### src/rtl/dcs_line_packet_tx_pkg.sv
// Shared constants, FSM state type and byte-count helper for the DCS line packet framer.
package dcs_line_packet_tx_pkg;

    localparam logic [5:0] DT_DCS_LONG = 6'h39;
    localparam logic [7:0] DCS_WMS     = 8'h2C;
    localparam logic [7:0] DCS_WMC     = 8'h3C;
    localparam logic [1:0] VC_DEFAULT  = 2'b00;

    typedef enum logic [2:0] {
        ST_IDLE,
        ST_WAIT_TE,
        ST_WAIT_LINE,
        ST_REQ,
        ST_PRIME,
        ST_PAYLOAD,
        ST_DONE
    } tx_state_e;

    // Long-packet byte count: three bytes per pixel plus the DCS command byte.
    function automatic logic [15:0] dcs_byte_count(input int unsigned x_res);
        return 16'(x_res * 3 + 1);
    endfunction

endpackage

### src/rtl/dcs_line_packet_tx_if.sv
// Host TX controller packet interface: header request/ack plus payload word stream.
interface dcs_line_packet_tx_if;

    logic        host_tx_cmd_req;
    logic [1:0]  host_tx_cmd_vc;
    logic [5:0]  host_tx_cmd_data_type;
    logic [15:0] host_tx_cmd_byte_count;
    logic        host_tx_hs_mode;
    logic [31:0] host_tx_payload;
    logic        host_tx_cmd_ack;
    logic        host_tx_payload_en;
    logic        host_tx_payload_en_last;

    modport master (
        output host_tx_cmd_req,
        output host_tx_cmd_vc,
        output host_tx_cmd_data_type,
        output host_tx_cmd_byte_count,
        output host_tx_hs_mode,
        output host_tx_payload,
        input  host_tx_cmd_ack,
        input  host_tx_payload_en,
        input  host_tx_payload_en_last
    );

    modport slave (
        input  host_tx_cmd_req,
        input  host_tx_cmd_vc,
        input  host_tx_cmd_data_type,
        input  host_tx_cmd_byte_count,
        input  host_tx_hs_mode,
        input  host_tx_payload,
        output host_tx_cmd_ack,
        output host_tx_payload_en,
        output host_tx_payload_en_last
    );

endinterface

### src/rtl/dcs_line_packet_tx_realign.sv
// One-byte realigner: shifts the line's word stream up by one byte behind the DCS command byte.
module dcs_byte_realign (
    input  logic        clk,
    input  logic        rst_n,
    input  logic        load_first_i,
    input  logic        advance_i,
    input  logic        pad_i,
    input  logic        in_valid_i,
    input  logic [31:0] in_word_i,
    input  logic [7:0]  dcs_i,
    output logic [31:0] payload_o
);

    logic [31:0] payload_q;
    logic [31:0] nxt_q;
    logic [7:0]  hi_q;
    logic [31:0] nxt_w;

    // A word arriving in the same cycle it is needed bypasses the hold register.
    assign nxt_w     = in_valid_i ? in_word_i : nxt_q;
    assign payload_o = payload_q;

    always_ff @(posedge clk or negedge rst_n) begin
        if (!rst_n) begin
            payload_q <= '0;
            nxt_q     <= '0;
            hi_q      <= '0;
        end else if (load_first_i) begin
            payload_q <= {in_word_i[23:0], dcs_i};
            hi_q      <= in_word_i[31:24];
        end else if (advance_i) begin
            payload_q <= pad_i ? {24'h0, hi_q} : {nxt_w[23:0], hi_q};
            hi_q      <= nxt_w[31:24];
        end else if (in_valid_i) begin
            nxt_q <= in_word_i;
        end
    end

endmodule

### src/rtl/dcs_line_packet_tx.sv
// Command-mode DSI line framer: one DCS long write per line from the tx line FIFO.
// Optional build macro TEAR_SYNC_EN gates the first line of each frame on a te rising edge.
module dcs_line_packet_tx
    import dcs_line_packet_tx_pkg::*;
#(
    parameter int TX_X_RESOLUTION = 1080,
    parameter int TX_Y_RESOLUTION = 2160
) (
    input  logic                        clktx,
    input  logic                        rst_n,
    input  logic                        frame_start,
    input  logic                        te,
    input  logic                        line_ready,
    input  logic [31:0]                 src_rdata,
    input  logic                        src_empty,
    output logic                        src_ren,
    dcs_line_packet_tx_if.master        host,
    output logic                        frame_busy,
    output logic                        frame_done,
    output logic                        underrun
);

    localparam int IN_WORDS  = TX_X_RESOLUTION * 3 / 4;
    localparam int OUT_WORDS = IN_WORDS + 1;
    localparam logic [11:0] LAST_WORD = 12'(OUT_WORDS - 1);
    localparam logic [11:0] LAST_IN   = 12'(IN_WORDS - 1);
    localparam logic [11:0] IN_CNT    = 12'(IN_WORDS);
    localparam logic [11:0] LAST_LINE = 12'(TX_Y_RESOLUTION - 1);

    tx_state_e   state_q, state_d;
    logic [11:0] line_q, line_d;
    logic [11:0] wcnt_q, wcnt_d;
    logic [11:0] rdcnt_q, rdcnt_d;
    logic        prime_q, prime_d;
    logic        underrun_q, underrun_d;
    logic        rd_pend_q, emp_pend_q;
    logic        load_first, advance, pad, te_go;
    logic [31:0] in_word;

`ifdef TEAR_SYNC_EN
    logic [2:0] te_sync_q;

    always_ff @(posedge clktx or negedge rst_n) begin
        if (!rst_n) te_sync_q <= '0;
        else        te_sync_q <= {te_sync_q[1:0], te};
    end

    assign te_go = te_sync_q[1] & ~te_sync_q[2];
`else
    logic unused_te;
    assign unused_te = te;
    assign te_go     = 1'b1;
`endif

    always_ff @(posedge clktx or negedge rst_n) begin
        if (!rst_n) begin
            state_q    <= ST_IDLE;
            line_q     <= '0;
            wcnt_q     <= '0;
            rdcnt_q    <= '0;
            prime_q    <= 1'b0;
            underrun_q <= 1'b0;
            rd_pend_q  <= 1'b0;
            emp_pend_q <= 1'b0;
        end else begin
            state_q    <= state_d;
            line_q     <= line_d;
            wcnt_q     <= wcnt_d;
            rdcnt_q    <= rdcnt_d;
            prime_q    <= prime_d;
            underrun_q <= underrun_d;
            rd_pend_q  <= src_ren;
            emp_pend_q <= src_ren & src_empty;
        end
    end

    always_comb begin
        state_d    = state_q;
        line_d     = line_q;
        wcnt_d     = wcnt_q;
        rdcnt_d    = rdcnt_q;
        prime_d    = prime_q;
        underrun_d = underrun_q;
        src_ren    = 1'b0;
        advance    = 1'b0;
        unique case (state_q)
            ST_IDLE: begin
                if (frame_start) begin
                    state_d    = ST_WAIT_TE;
                    line_d     = '0;
                    underrun_d = 1'b0;
                end
            end
            ST_WAIT_TE:   if (te_go) state_d = ST_WAIT_LINE;
            ST_WAIT_LINE: if (line_ready) state_d = ST_REQ;
            ST_REQ: begin
                if (host.host_tx_cmd_ack) begin
                    state_d = ST_PRIME;
                    prime_d = 1'b0;
                    wcnt_d  = '0;
                    rdcnt_d = '0;
                end
            end
            ST_PRIME: begin
                src_ren = 1'b1;
                rdcnt_d = rdcnt_q + 12'd1;
                prime_d = 1'b1;
                if (prime_q) state_d = ST_PAYLOAD;
            end
            ST_PAYLOAD: begin
                // A short packet leaves unread words in the FIFO; they are not drained here.
                if (host.host_tx_payload_en_last) begin
                    if (wcnt_q != LAST_WORD) begin
                        underrun_d = 1'b1;
                        state_d    = ST_WAIT_LINE;
                    end else if (line_q == LAST_LINE) begin
                        state_d = ST_DONE;
                    end else begin
                        line_d  = line_q + 12'd1;
                        state_d = ST_WAIT_LINE;
                    end
                end else if (host.host_tx_payload_en && wcnt_q != LAST_WORD) begin
                    advance = 1'b1;
                    wcnt_d  = wcnt_q + 12'd1;
                    if (rdcnt_q < IN_CNT) begin
                        src_ren = 1'b1;
                        rdcnt_d = rdcnt_q + 12'd1;
                    end
                end
            end
            ST_DONE: state_d = ST_IDLE;
            default: state_d = ST_IDLE;
        endcase
        if (src_ren && src_empty) underrun_d = 1'b1;
    end

    assign load_first = (state_q == ST_PRIME) && prime_q;
    assign pad        = (wcnt_q == LAST_IN);
    assign in_word    = emp_pend_q ? '0 : src_rdata;

    dcs_byte_realign u_realign (
        .clk          (clktx),
        .rst_n        (rst_n),
        .load_first_i (load_first),
        .advance_i    (advance),
        .pad_i        (pad),
        .in_valid_i   (rd_pend_q),
        .in_word_i    (in_word),
        .dcs_i        ((line_q == '0) ? DCS_WMS : DCS_WMC),
        .payload_o    (host.host_tx_payload)
    );

    assign host.host_tx_cmd_req        = (state_q == ST_REQ);
    assign host.host_tx_cmd_vc         = VC_DEFAULT;
    assign host.host_tx_cmd_data_type  = DT_DCS_LONG;
    assign host.host_tx_cmd_byte_count = dcs_byte_count(TX_X_RESOLUTION);
    assign host.host_tx_hs_mode        = 1'b1;

    assign frame_busy = (state_q != ST_IDLE);
    assign frame_done = (state_q == ST_DONE);
    assign underrun   = underrun_q;

endmodule

### src/flat_wrapper.sv
// flat-port wrapper written by rule: the top's interface ports become plain ports
module dcs_line_packet_tx_flat import dcs_line_packet_tx_pkg::*;
#(
    parameter int TX_X_RESOLUTION = 1080,
    parameter int TX_Y_RESOLUTION = 2160
)
  (clktx, rst_n, frame_start, te, line_ready, src_rdata, src_empty, src_ren, frame_busy, frame_done, underrun, host_host_tx_cmd_req, host_host_tx_cmd_vc, host_host_tx_cmd_data_type, host_host_tx_cmd_byte_count, host_host_tx_hs_mode, host_host_tx_payload, host_host_tx_cmd_ack, host_host_tx_payload_en, host_host_tx_payload_en_last);
  dcs_line_packet_tx_if host_i ();
  input  logic clktx;
  input  logic rst_n;
  input  logic frame_start;
  input  logic te;
  input  logic line_ready;
  input  logic [31:0] src_rdata;
  input  logic src_empty;
  output logic src_ren;
  output logic frame_busy;
  output logic frame_done;
  output logic underrun;
  output wire logic [$bits(host_i.host_tx_cmd_req)-1:0] host_host_tx_cmd_req;
  output wire logic [$bits(host_i.host_tx_cmd_vc)-1:0] host_host_tx_cmd_vc;
  output wire logic [$bits(host_i.host_tx_cmd_data_type)-1:0] host_host_tx_cmd_data_type;
  output wire logic [$bits(host_i.host_tx_cmd_byte_count)-1:0] host_host_tx_cmd_byte_count;
  output wire logic [$bits(host_i.host_tx_hs_mode)-1:0] host_host_tx_hs_mode;
  output wire logic [$bits(host_i.host_tx_payload)-1:0] host_host_tx_payload;
  input wire logic [$bits(host_i.host_tx_cmd_ack)-1:0] host_host_tx_cmd_ack;
  input wire logic [$bits(host_i.host_tx_payload_en)-1:0] host_host_tx_payload_en;
  input wire logic [$bits(host_i.host_tx_payload_en_last)-1:0] host_host_tx_payload_en_last;
  assign host_host_tx_cmd_req = host_i.host_tx_cmd_req;
  assign host_host_tx_cmd_vc = host_i.host_tx_cmd_vc;
  assign host_host_tx_cmd_data_type = host_i.host_tx_cmd_data_type;
  assign host_host_tx_cmd_byte_count = host_i.host_tx_cmd_byte_count;
  assign host_host_tx_hs_mode = host_i.host_tx_hs_mode;
  assign host_host_tx_payload = host_i.host_tx_payload;
  assign host_i.host_tx_cmd_ack = host_host_tx_cmd_ack;
  assign host_i.host_tx_payload_en = host_host_tx_payload_en;
  assign host_i.host_tx_payload_en_last = host_host_tx_payload_en_last;
  dcs_line_packet_tx #(.TX_X_RESOLUTION(TX_X_RESOLUTION), .TX_Y_RESOLUTION(TX_Y_RESOLUTION)) u_core (.clktx(clktx), .rst_n(rst_n), .frame_start(frame_start), .te(te), .line_ready(line_ready), .src_rdata(src_rdata), .src_empty(src_empty), .src_ren(src_ren), .host(host_i), .frame_busy(frame_busy), .frame_done(frame_done), .underrun(underrun));
endmodule
### config.mk
export PLATFORM = sky130hd
export DESIGN_NAME = dcs_line_packet_tx_flat
export DESIGN_NICKNAME = d
export VERILOG_FILES = /design/src/rtl/dcs_line_packet_tx_pkg.sv /design/src/rtl/dcs_line_packet_tx_if.sv /design/src/rtl/dcs_line_packet_tx_realign.sv /design/src/rtl/dcs_line_packet_tx.sv /design/src/flat_wrapper.sv
export SDC_FILE = /design/constraint.sdc
export NUM_CORES = 1
export LEC_CHECK = 0
export BUFFER_PORTS_ARGS = -buffer_cell sky130_fd_sc_hd__buf_2
export CORE_MARGIN = 4
export CORE_UTILIZATION = 51
export DETAILED_ROUTE_END_ITERATION = 10
export PLACE_DENSITY_LB_ADDON = 0.05
export REMOVE_ABC_BUFFERS = 1
export SLEW_MARGIN = 25
export SYNTH_ARGS = -nofsm -noshare
export SYNTH_HDL_FRONTEND = slang
export SYNTH_SLANG_ARGS = --single-unit
### constraint.sdc
create_clock -name clktx -period 2.2 [get_ports clktx]
set_input_delay 0.33 -clock clktx [delete_from_list [all_inputs] [get_ports clktx]]
set_output_delay 0.33 -clock clktx [all_outputs]
set_load 0.01 [all_outputs]
==> metrics, run 1 <==
outcome completed; layout cells sized above 1 21.6%; Top FF cell, synth dfrtp_1; filler cell count 911; Worst-path clk slew 0.06 ns; Hold Path Depth 2; worst vdd ir 0.000792 V; HP Class input port to register; clk_skew 0.00944 ns; worst r2r dst u_core.line_q[6]$_DFFE_PN0P_; P&R area growth vs syn 22.9%; I/O Pins 103; Post-Synthesis Cells 634; Max Slew Vio Count 0; DP Wirelength 9170 um; # nets final 784; Die Y 115 um; core area 11000 um2; CTS Buffer Depth 2; Core Rows 38; CTS Sinks 115; grt total ovfl 0; Post-synth EDFFs 0; reg-to-reg slack, setup 0.13 ns; crit path kind register to output port; final non-filler cell total 889; max-cap violations 0; Critical Path RT 1.87 ns; Cell Pwr Density 1100 nW/um2; number of hold violations in the final report 0; via density per instance 5.56; Vias 4943; Clk Tree Root Cell clkbuf_16; Inserted Clock Buffers 17; CP Launch Type register; number of remaining DRC errors 0; dpl ws 0.0720 ns; Ys Warns 0; Slew @ Worst Pin 0.737 ns; H-tree depth 4; DRT iter0 DRCs 306; # port buffers 76; Comb pwr share 27.6%; reg-to-reg startpoint u_core.wcnt_q[10]$_DFFE_PN0P_; first-pass GRT wire length 23000 um; average size of a mapped cell 9.18 um2; top cells by area, synth dfrtp_1, nand2_1, o21ai_0, nand2b_1, a2bb2oi_1; TritonCTS clock tree yes; routed length per placed instance 15.4 um; post-synthesis sequential area ratio 49.5%; Sw Share 31.6%; critical path endpoint category output port; initial core utilization 53.0%; mapped cell area 5820 um2; final instance area 7150 um2; Sequential Power Share 38.9%; Min-Delay Endpoint u_core.emp_pend_q$_DFF_PN0_; All-Layer GR Usage 21.8%; Synth area leader dfrtp_1; setup TNS 0 ns; Final Setup Violations 0; met1 usage 29.6%; Clock Latency Late Sink 0.41 ns; number of synthesized register bits 115; number of global-route vias before repair 4862; Critical Path AT 1.75 ns; Peak Freq 0.480 GHz; Cell variety after synth 52; met3 global-route usage 6.53%; grt peak-use layer met2; r2r worst-path depth 5; Hold Crit Start src_empty; largest net degree at the start of global routing 65; RSZ-0062 raised after global routing false; Placed Instance Area 6520 um2; WL final 13700 um; minimum hold slack 0.160 ns; initial antenna violation count 0; met2 Usage GRT 33.8%; Placed Instances 853; CP Max Fanout 6; P_sw 2.47 mW; Die W 115 um; die footprint 13200 um2; DR pass1 iterations 4; FFs w/ async S/R, synth 100%; part of the power in the clock network 33.5%; Leak 3.38 nW; fin crit share 94.8%; top-area cell type share of the netlist area 49.5%; relative slew slack 50.8%; Tot Pwr 7.83 mW; PnR worst setup slack 0.115 ns; internal cell power 5.36 mW; Routed Antenna Nets 0; final core utilization 65.1%; n_diodes 0; Period minus WS final 2.08 ns; GP Congestion 0.847
cell usage after synthesis, types with 4 or more instances:
master	count
nand2_1	116
dfrtp_1	115
o21ai_0	83
nand2b_1	38
a21oi_1	29
clkbuf_1	28
buf_4	25
a2bb2oi_1	24
nor2_1	20
nand3_1	16
inv_1	13
o31ai_1	11
or3_1	11
nand4_1	9
mux2i_1	8
xnor2_1	8
ha_1	6
nor4_1	6
buf_2	5
nor3_1	5
or4_1	5
a31oi_1	4
and4_1	4
o211ai_1	4
logic make-up (layout without fill, tap and decap cells):
kind of cell / count (synthesis) / after routing / share of synthesized area (%)
AOI/OAI and AO/OA: 168 / 168 / 17.5
xor gates and xnor gates: 9 / 9 / 1.35
adders and majority gates: 6 / 6 / 1.29
buffers and inverters: 71 / 163 / 6.30
DFF: 115 / 115 / 49.5
muxes: 9 / 9 / 1.57
other: 2 / 25 / 0.129
and+or+nand+nor: 254 / 254 / 22.4
worst max-delay path by stage:
stage | from | to | slack (ns) | cells past startpoint
after global routing | u_core.wcnt_q[6]$_DFFE_PN0P_ | src_ren | 0.003 | 6
after global placement | u_core.wcnt_q[8]$_DFFE_PN0P_ | u_core.wcnt_q[2]$_DFFE_PN0P_ | -0.01 | 5
after floorplan | u_core.state_q[1]$_DFFE_PN0P_ | u_core.u_realign.nxt_q[0]$_DFFE_PN0P_ | -1.22 | 4
final | u_core.wcnt_q[10]$_DFFE_PN0P_ | src_ren | 0.12 | 6
after detailed placement | u_core.wcnt_q[10]$_DFFE_PN0P_ | u_core.line_q[11]$_DFFE_PN0P_ | 0.07 | 6
after CTS | u_core.wcnt_q[11]$_DFFE_PN0P_ | src_ren | 0.07 | 6
flip-flops by register name (all words and copies together) (netlist names):
name	cells
u_core.wcnt_q	12
u_core.u_realign.nxt_q	32
u_core.underrun	1
u_core.state_q	3
u_core.u_realign.hi_q	8
u_core.prime_q	1
u_core.u_realign.payload_o	32
u_core.rdcnt_q	12
u_core.emp_pend_q	1
u_core.rd_pend_q	1
u_core.line_q	12
final cells by class:
type                    instances  area [um2]  area share [%]
clock inverters                 4        45.0           0.630
repair buffers                119         774            10.8
flip-flops and latches        115        2880            40.3
inverters                      13        48.8           0.683
multi-input cells             471        2700            37.8
clock buffers                  27         523            7.32
well taps                     140         175            2.45
power by group through the flow:
stage	registers [mW]	clock network [mW]	logic [mW]
floorplan	3.15	0	1.19
global placement	3.04	0	2.10
detailed placement	3.07	0	2.17
CTS	3.04	2.67	2.18
global route	3.12	2.77	2.47
finish	3.05	2.62	2.16
cell usage in the layout (no fill, tap or decap), types with 3 or more instances in the layout:
cell type  count
nand2_1      115
dfrtp_1      115
o21ai_0       83
buf_2         75
nand2b_1      38
buf_4         37
a21oi_1       28
conb_1        25
a2bb2oi_1     24
nor2_1        19
clkbuf_16     17
nand3_1       16
inv_1         13
or3_1         11
o31ai_1       11
nand4_1        9
mux2i_1        8
xnor2_1        8
ha_1           6
clkbuf_8       6
nor4_1         5
buf_12         5
o211ai_1       4
and4_1         4
nor3_1         4
or4_1          4
clkbuf_1       4
and3b_1        3
and4bb_2       3
nor4b_1        3
and2_1         3
a31oi_1        3
clkinv_2       3
what timing repair did:
| item | 4_1_cts | 5_1_grt |
|---|---|---|
| hold buffers | 1 | 0 |
| gates resized for setup | 2 | 2 |
| endpoints found under the hold margin | 30 | 0 |
| setup endpoints to repair | 1 | 10 |
| setup buffers | 2 | 2 |
| pin swaps | 3 | 2 |
layer usage:
metal / part of all wire (%) / vias up / wire (um)
li1: - / 2388 / -
met1: 47 / 2401 / 6360
met2: 46 / 130 / 6340
met3: 5.2 / 24 / 716
met4: 1.7 / 0 / 237
met5: 0 / - / 0
critical path: stages, from the launching register on:
cell and delay [ns]:
dfrtp_1 0.39, and4bb_2 0.36, nand4_4 0.12, buf_6 0.17, nand4_1 0.10, nand2_2 0.07, buf_2 0.14
No activity file was read; power rests on OpenSTA's default activity.
==> inputs of run 2 (changes only) <==
--- a/config.mk
+++ b/config.mk
@@ -6,7 +6,6 @@
 export NUM_CORES = 1
 export LEC_CHECK = 0
 export BUFFER_PORTS_ARGS = -buffer_cell sky130_fd_sc_hd__buf_2
-export CORE_MARGIN = 4
 export CORE_UTILIZATION = 51
 export DETAILED_ROUTE_END_ITERATION = 10
 export PLACE_DENSITY_LB_ADDON = 0.05
==> run 2 against run 1 <==
Effect of this change: clock skew is 0.0019 ns lower; utilization is 1.0 points higher; critical path type is now register to register; die area is 10% lower; flip-flop and latch count stayed put; cell count is 0.11% lower; global-route usage is 2.3 points higher; non-clock buffer count is 2 lower; count of clock-buffer cells in the layout is 4 lower; critical path depth stayed put; combinational power hardly changed; register-to-register slack worse by 0.03 ns; total power is 7.1% higher; largest power group is now clock.
==> metrics, run 2 (same netlist as run 1, synthesis figures left out) <==
Core Rows 38 (unchanged); # port buffers 76 (unchanged); Period minus WS final 2.10 ns (+0.0202 ns); DR pass1 iterations 5 (+1); P&R area growth vs syn 24.8%; clk_skew 0.00757 ns (-0.00187 ns); fin crit share 95.7% (+0.92 points); CP Max Fanout 7 (+1); Vias 4871 (-1.5%); crit path kind register to register; Peak Freq 0.475 GHz (-0.96%); grt total ovfl 0 (unchanged); outcome completed; final instance area 7260 um2 (+1.6%); slowest CP cell or4_1; CTS Sinks 115 (unchanged); Critical Path AT 2.44 ns (+0.69 ns); die footprint 11800 um2 (-10%); dpl ws 0.0962 ns (+0.0242 ns); GP Congestion 0.794 (-6.2%); final core utilization 66.1% (+1.0 points); Leak 3.42 nW (+1.3%); DP Wirelength 8550 um (-6.7%); max-cap violations 0 (unchanged); core area 11000 um2 (unchanged); final non-filler cell total 888 (-0.11%); HP Class input port to register; DRT iter0 DRCs 251 (-18%); Inserted Clock Buffers 17 (unchanged); initial antenna violation count 0 (unchanged); Max Slew Vio Count 0 (unchanged); Clock Latency Late Sink 0.42 ns (about the same); routed length per placed instance 15.1 um (-1.9%); worst-path cell chain ha_1, nand2_1, nor4_2, or3_1, or4_1, a21oi_1; Worst-path clk slew 0.05 ns (about the same); CTS Buffer Depth 2 (unchanged); CP peak stage delay 0.50 ns (+0.11 ns); PnR worst setup slack 0.0950 ns (-0.0202 ns); Final Setup Violations 0 (unchanged); layout cells sized above 1 21.8% (+0.16 points); Tot Pwr 8.38 mW (+7.1%); Slew @ Worst Pin 0.724 ns (-0.0128 ns); Critical Path RT 2.54 ns (+0.67 ns); RSZ-0062 raised after global routing false; number of remaining DRC errors 0 (unchanged); TritonCTS clock tree yes; worst vdd ir 0.000889 V (+12%); critical path endpoint category register; largest net degree at the start of global routing 70 (+7.7%); Die Y 109 um (-5.2%); H-tree depth 4 (unchanged); Routed Antenna Nets 0 (unchanged); setup TNS 0 ns (unchanged); CP top delay family simple AND/OR/NAND/NOR gates; first-pass GRT wire length 21800 um (-5.2%); n_diodes 0 (unchanged); I/O Pins 103 (unchanged); initial core utilization 53.0% (unchanged); number of global-route vias before repair 4548 (-6.5%); minimum hold slack 0.165 ns (+0.00481 ns); relative slew slack 51.7% (+0.91 points); Placed Instances 850 (-0.35%); Die W 109 um (-5.2%); number of hold violations in the final report 0 (unchanged); Buffers & Inverters on Critical Path 0 (-2); commonest cells after routing, fill and taps aside nand2_1, dfrtp_1, o21ai_0; Clk Tree Root Cell clkbuf_16; Placed Instance Area 6510 um2 (-0.15%); WL final 13400 um (-2.1%); CP Launch Type register; # nets final 782 (-0.26%); Cell Pwr Density 1150 nW/um2 (+5.4%); All-Layer GR Usage 24.1% (+2.3 points); via density per instance 5.49 (-1.3%); filler cell count 882 (-3.2%)
-- run 2: cell types whose count changed in the layout (fill, tap and decap cells not counted) --
cell and delta:
buf_12 +1, clkinv_2 -1, clkbuf_8 -2, bufinv_16 +5, buf_4 -3, clkbuf_1 -2
clkinvlp_4 +1
-- run 2: power by group --
part / internal [mW] / switching (mW) / total [mW]
combinational: 0.947 / 1.20 / 2.14
clock: 2.24 / 0.939 / 3.18
sequential: 2.69 / 0.370 / 3.06
-- run 2: layout make-up --
type	count	area [um2]	share of cell area (%)
clock buffers	23	488	6.72
clock inverters	9	198	2.72
inverters	13	48.8	0.672
multi-input cells	471	2700	37.2
flip-flops and latches	115	2880	39.6
well taps	140	175	2.41
repair buffers	117	772	10.6
-- run 2: final timing paths --
| check | slack, ns | startpoint | endpoint | cells after the start |
|---|---|---|---|---|
| min | 0.17 | src_empty | u_core.emp_pend_q$_DFF_PN0_ | 2 |
| max | 0.1 | u_core.line_q[0]$_DFFE_PN0P_ | u_core.line_q[6]$_DFFE_PN0P_ | 6 |
| max reg2reg | 0.1 | u_core.line_q[0]$_DFFE_PN0P_ | u_core.line_q[6]$_DFFE_PN0P_ | 6 |
| min in group asynchronous | 0.45 | rst_n | u_core.line_q[8]$_DFFE_PN0P_ | 3 |
| min reg2reg | 0.47 | u_core.u_realign.payload_o[22]$_DFFE_PN0N_ | u_core.u_realign.payload_o[22]$_DFFE_PN0N_ | 2 |
| max in group asynchronous | 1.41 | rst_n | u_core.u_realign.payload_o[12]$_DFFE_PN0N_ | 3 |
-- run 2: routing by layer --
layer  GRT usage, %  vias up  routed length (um)
li1               -     2391                   -
met1           32.3     2353                6260
met2           38.0      119                6440
met3           7.35        8                 590
met4           6.47        0                  79
met5              0        -                   0
-- run 2: what timing repair did --
action,in CTS,in global routing
setup buffers,3,2
pin swaps,3,2
endpoints found under the hold margin,115,0
setup endpoints to repair,1,6
gates resized for setup,1,3
hold buffers,1,0
==> inputs of run 3 (changes only) <==
==> constraint.sdc (replaced) <==
create_clock -name clktx -period 2.2 [get_ports clktx]
set_input_delay 0.11 -clock clktx [delete_from_list [all_inputs] [get_ports clktx]]
set_output_delay 0.11 -clock clktx [all_outputs]
set_load 0.01 [all_outputs]
==> run 3 against run 2 <==
Effect of this change: critical path depth is the same; wire length is 0.96% higher; clock power barely moved; register-to-register slack improved by 0.05 ns; via count grew 1.2%; non-clock buffer count increased by 11; hold slack worse by 0.16 ns; clock skew is essentially flat; critical endpoint is now src_ren.
==> metrics, run 3 (same netlist as run 1, synthesis figures left out) <==
Cell Pwr Density 1140 nW/um2 (-1.2%); Min-Delay Endpoint u_core.u_realign.nxt_q[12]$_DFFE_PN0P_; number of remaining DRC errors 0 (unchanged); Vias 4929 (+1.2%); initial antenna violation count 0 (unchanged); crit path kind register to output port; I/O Pins 103 (unchanged); CTS Buffer Depth 2 (unchanged); DR pass1 iterations 5 (unchanged); worst vdd ir 0.000817 V (-8.1%); largest net degree at the start of global routing 73 (+4.3%); Peak Freq 0.480 GHz (+0.99%); CTS Sinks 115 (unchanged); RSZ-0062 raised after global routing false; P&R area growth vs syn 26.2%; routed length per placed instance 15.0 um (-0.28%); reg-to-reg slack, setup 0.15 ns (+0.05 ns); final core utilization 66.9% (+0.74 points); CP peak stage delay 0.40 ns (-0.10 ns); layout cells sized above 1 20.8% (-0.97 points); Critical Path RT 2.09 ns (-0.45 ns); Post-CTS Setup Inserts 0 (-3); die footprint 11800 um2 (unchanged); number of hold violations in the final report 0 (unchanged); Core Rows 38 (unchanged); worst-path cell chain and4bb_2, nand4_4, buf_4, nand4_1, nand2_2, buf_2; Period minus WS final 2.08 ns (-0.0206 ns); # port buffers 76 (unchanged); slowest CP cell dfrtp_1; PnR worst setup slack 0.116 ns (+0.0206 ns); via density per instance 5.48 (about the same); HP Class input port to register; relative slew slack 54.4% (+2.6 points); first-pass GRT wire length 22500 um (+3.1%); All-Layer GR Usage 24.7% (+0.63 points); commonest cells after routing, fill and taps aside nand2_1, dfrtp_1, o21ai_0; number of global-route vias before repair 4756 (+4.6%); TritonCTS clock tree yes; fin crit share 94.7% (-0.94 points); CP Launch Type register; initial core utilization 53.0% (unchanged); core area 11000 um2 (unchanged); Die Y 109 um (unchanged); reg-to-reg startpoint u_core.wcnt_q[10]$_DFFE_PN0P_; Clk Tree Root Cell clkbuf_16; # nets final 793 (+1.4%); GP Congestion 0.824 (+3.8%); CP Max Fanout 7 (unchanged); H-tree depth 4 (unchanged); Hold Crit Start src_rdata[12]; dpl ws 0.103 ns (+0.00633 ns); Routed Antenna Nets 0 (unchanged); DRT iter0 DRCs 272 (+8.4%); Final Setup Violations 0 (unchanged); Max Slew Vio Count 0 (unchanged); Buffers & Inverters on Critical Path 2 (+2); r2r worst-path depth 5 (-1); Tot Pwr 8.38 mW (-0.10%); Leak 3.46 nW (+1.0%); outcome completed; Critical Path AT 1.97 ns (-0.47 ns); Hold Path Depth 3 (+1); Inserted Clock Buffers 17 (unchanged); grt total ovfl 0 (unchanged); DP Wirelength 8680 um (+1.5%); Slew @ Worst Pin 0.684 ns (-0.0404 ns); worst r2r dst u_core.line_q[6]$_DFFE_PN0P_; clk_skew 0.00785 ns (+0.000277 ns); max-cap violations 0 (unchanged); critical path endpoint category output port; Clock Latency Late Sink 0.41 ns (about the same); CP top delay family simple AND/OR/NAND/NOR gates; n_diodes 0 (unchanged); WL final 13500 um (+0.96%); Die W 109 um (unchanged); Worst-path clk slew 0.05 ns (about the same)
-- run 3: cell types whose count changed in the layout (fill, tap and decap cells not counted) --
cell           before  now
buf_12              6    3
buf_4              34   32
nor4_1              5    6
or3_1              11   10
clkinvlp_4          1    0
or3_4               0    1
buf_6               1    0
clkinv_2            2    4
nor4_2              2    1
clkbuf_1            2    1
dlygate4sd3_1       1   18
-- run 3: layout make-up --
| class | instances | area [um2] |
|---|---|---|
| multi-input combinational | 471 | 2700 |
| timing repair buffer | 128 | 856 |
| sequential | 115 | 2880 |
| fill | 887 | 3640 |
| clock inverter | 10 | 200 |
| clock buffer | 22 | 484 |
| tap | 140 | 175 |
| inverter | 13 | 48.8 |
-- run 3: metal layers --
layer | wire length, um | global-route usage, %
met4 | 146 | 7.53
met3 | 692 | 6.40
met1 | 6270 | 32.6
met5 | 0 | 0
met2 | 6390 | 40.0
-- run 3: how the worst max path moves through the flow --
| stage | slack [ns] | start | endpoint | cells past startpoint |
|---|---|---|---|---|
| after global placement | -0.003 | u_core.wcnt_q[9]$_DFFE_PN0P_ | u_core.wcnt_q[2]$_DFFE_PN0P_ | 5 |
| after detailed placement | 0.10 | u_core.wcnt_q[10]$_DFFE_PN0P_ | u_core.line_q[6]$_DFFE_PN0P_ | 5 |
| final | 0.12 | u_core.wcnt_q[10]$_DFFE_PN0P_ | src_ren | 6 |
| after global routing | 0.004 | u_core.wcnt_q[10]$_DFFE_PN0P_ | src_ren | 6 |
| after CTS | 0.02 | u_core.wcnt_q[10]$_DFFE_PN0P_ | src_ren | 6 |
| after floorplan | -1.22 | u_core.state_q[1]$_DFFE_PN0P_ | u_core.u_realign.nxt_q[0]$_DFFE_PN0P_ | 4 |
-- run 3: worst reg2reg max path, stage by stage (launching register included) --
cell and delay (ns):
dfrtp_1 0.40, and4bb_2 0.36, nand4_4 0.13, or3_4 0.45, or4_1 0.48, a21oi_1 0.16
-- run 3: power breakdown --
part | internal [mW] | leakage (nW) | switching (mW)
logic | 0.943 | 1.62 | 1.19
clock network | 2.24 | 0.340 | 0.930
registers | 2.69 | 1.50 | 0.383
-- run 3: through the flow --
step / instances / setup TNS, ns / area (um2) / hold WS [ns]
5_1_grt: 899 / 0 / 7340 / 0.0165
4_1_cts: 899 / 0 / 7330 / 0.00240
3_5_place_dp: 849 / 0 / 6470 / 0.156
6_report: 899 / 0 / 7340 / 0.0102
2_1_floorplan: 599 / -66.17 / 5590 / -0.186
3_3_place_gp: 849 / -0.00325 / 6470 / 0.157
-- run 3: repair_timing --
item / in CTS / in global routing
gates resized for setup: 0 / 3
endpoints found under the hold margin: 133 / 0
endpoints found under the setup margin: 0 / 7
hold buffers: 18 / 0
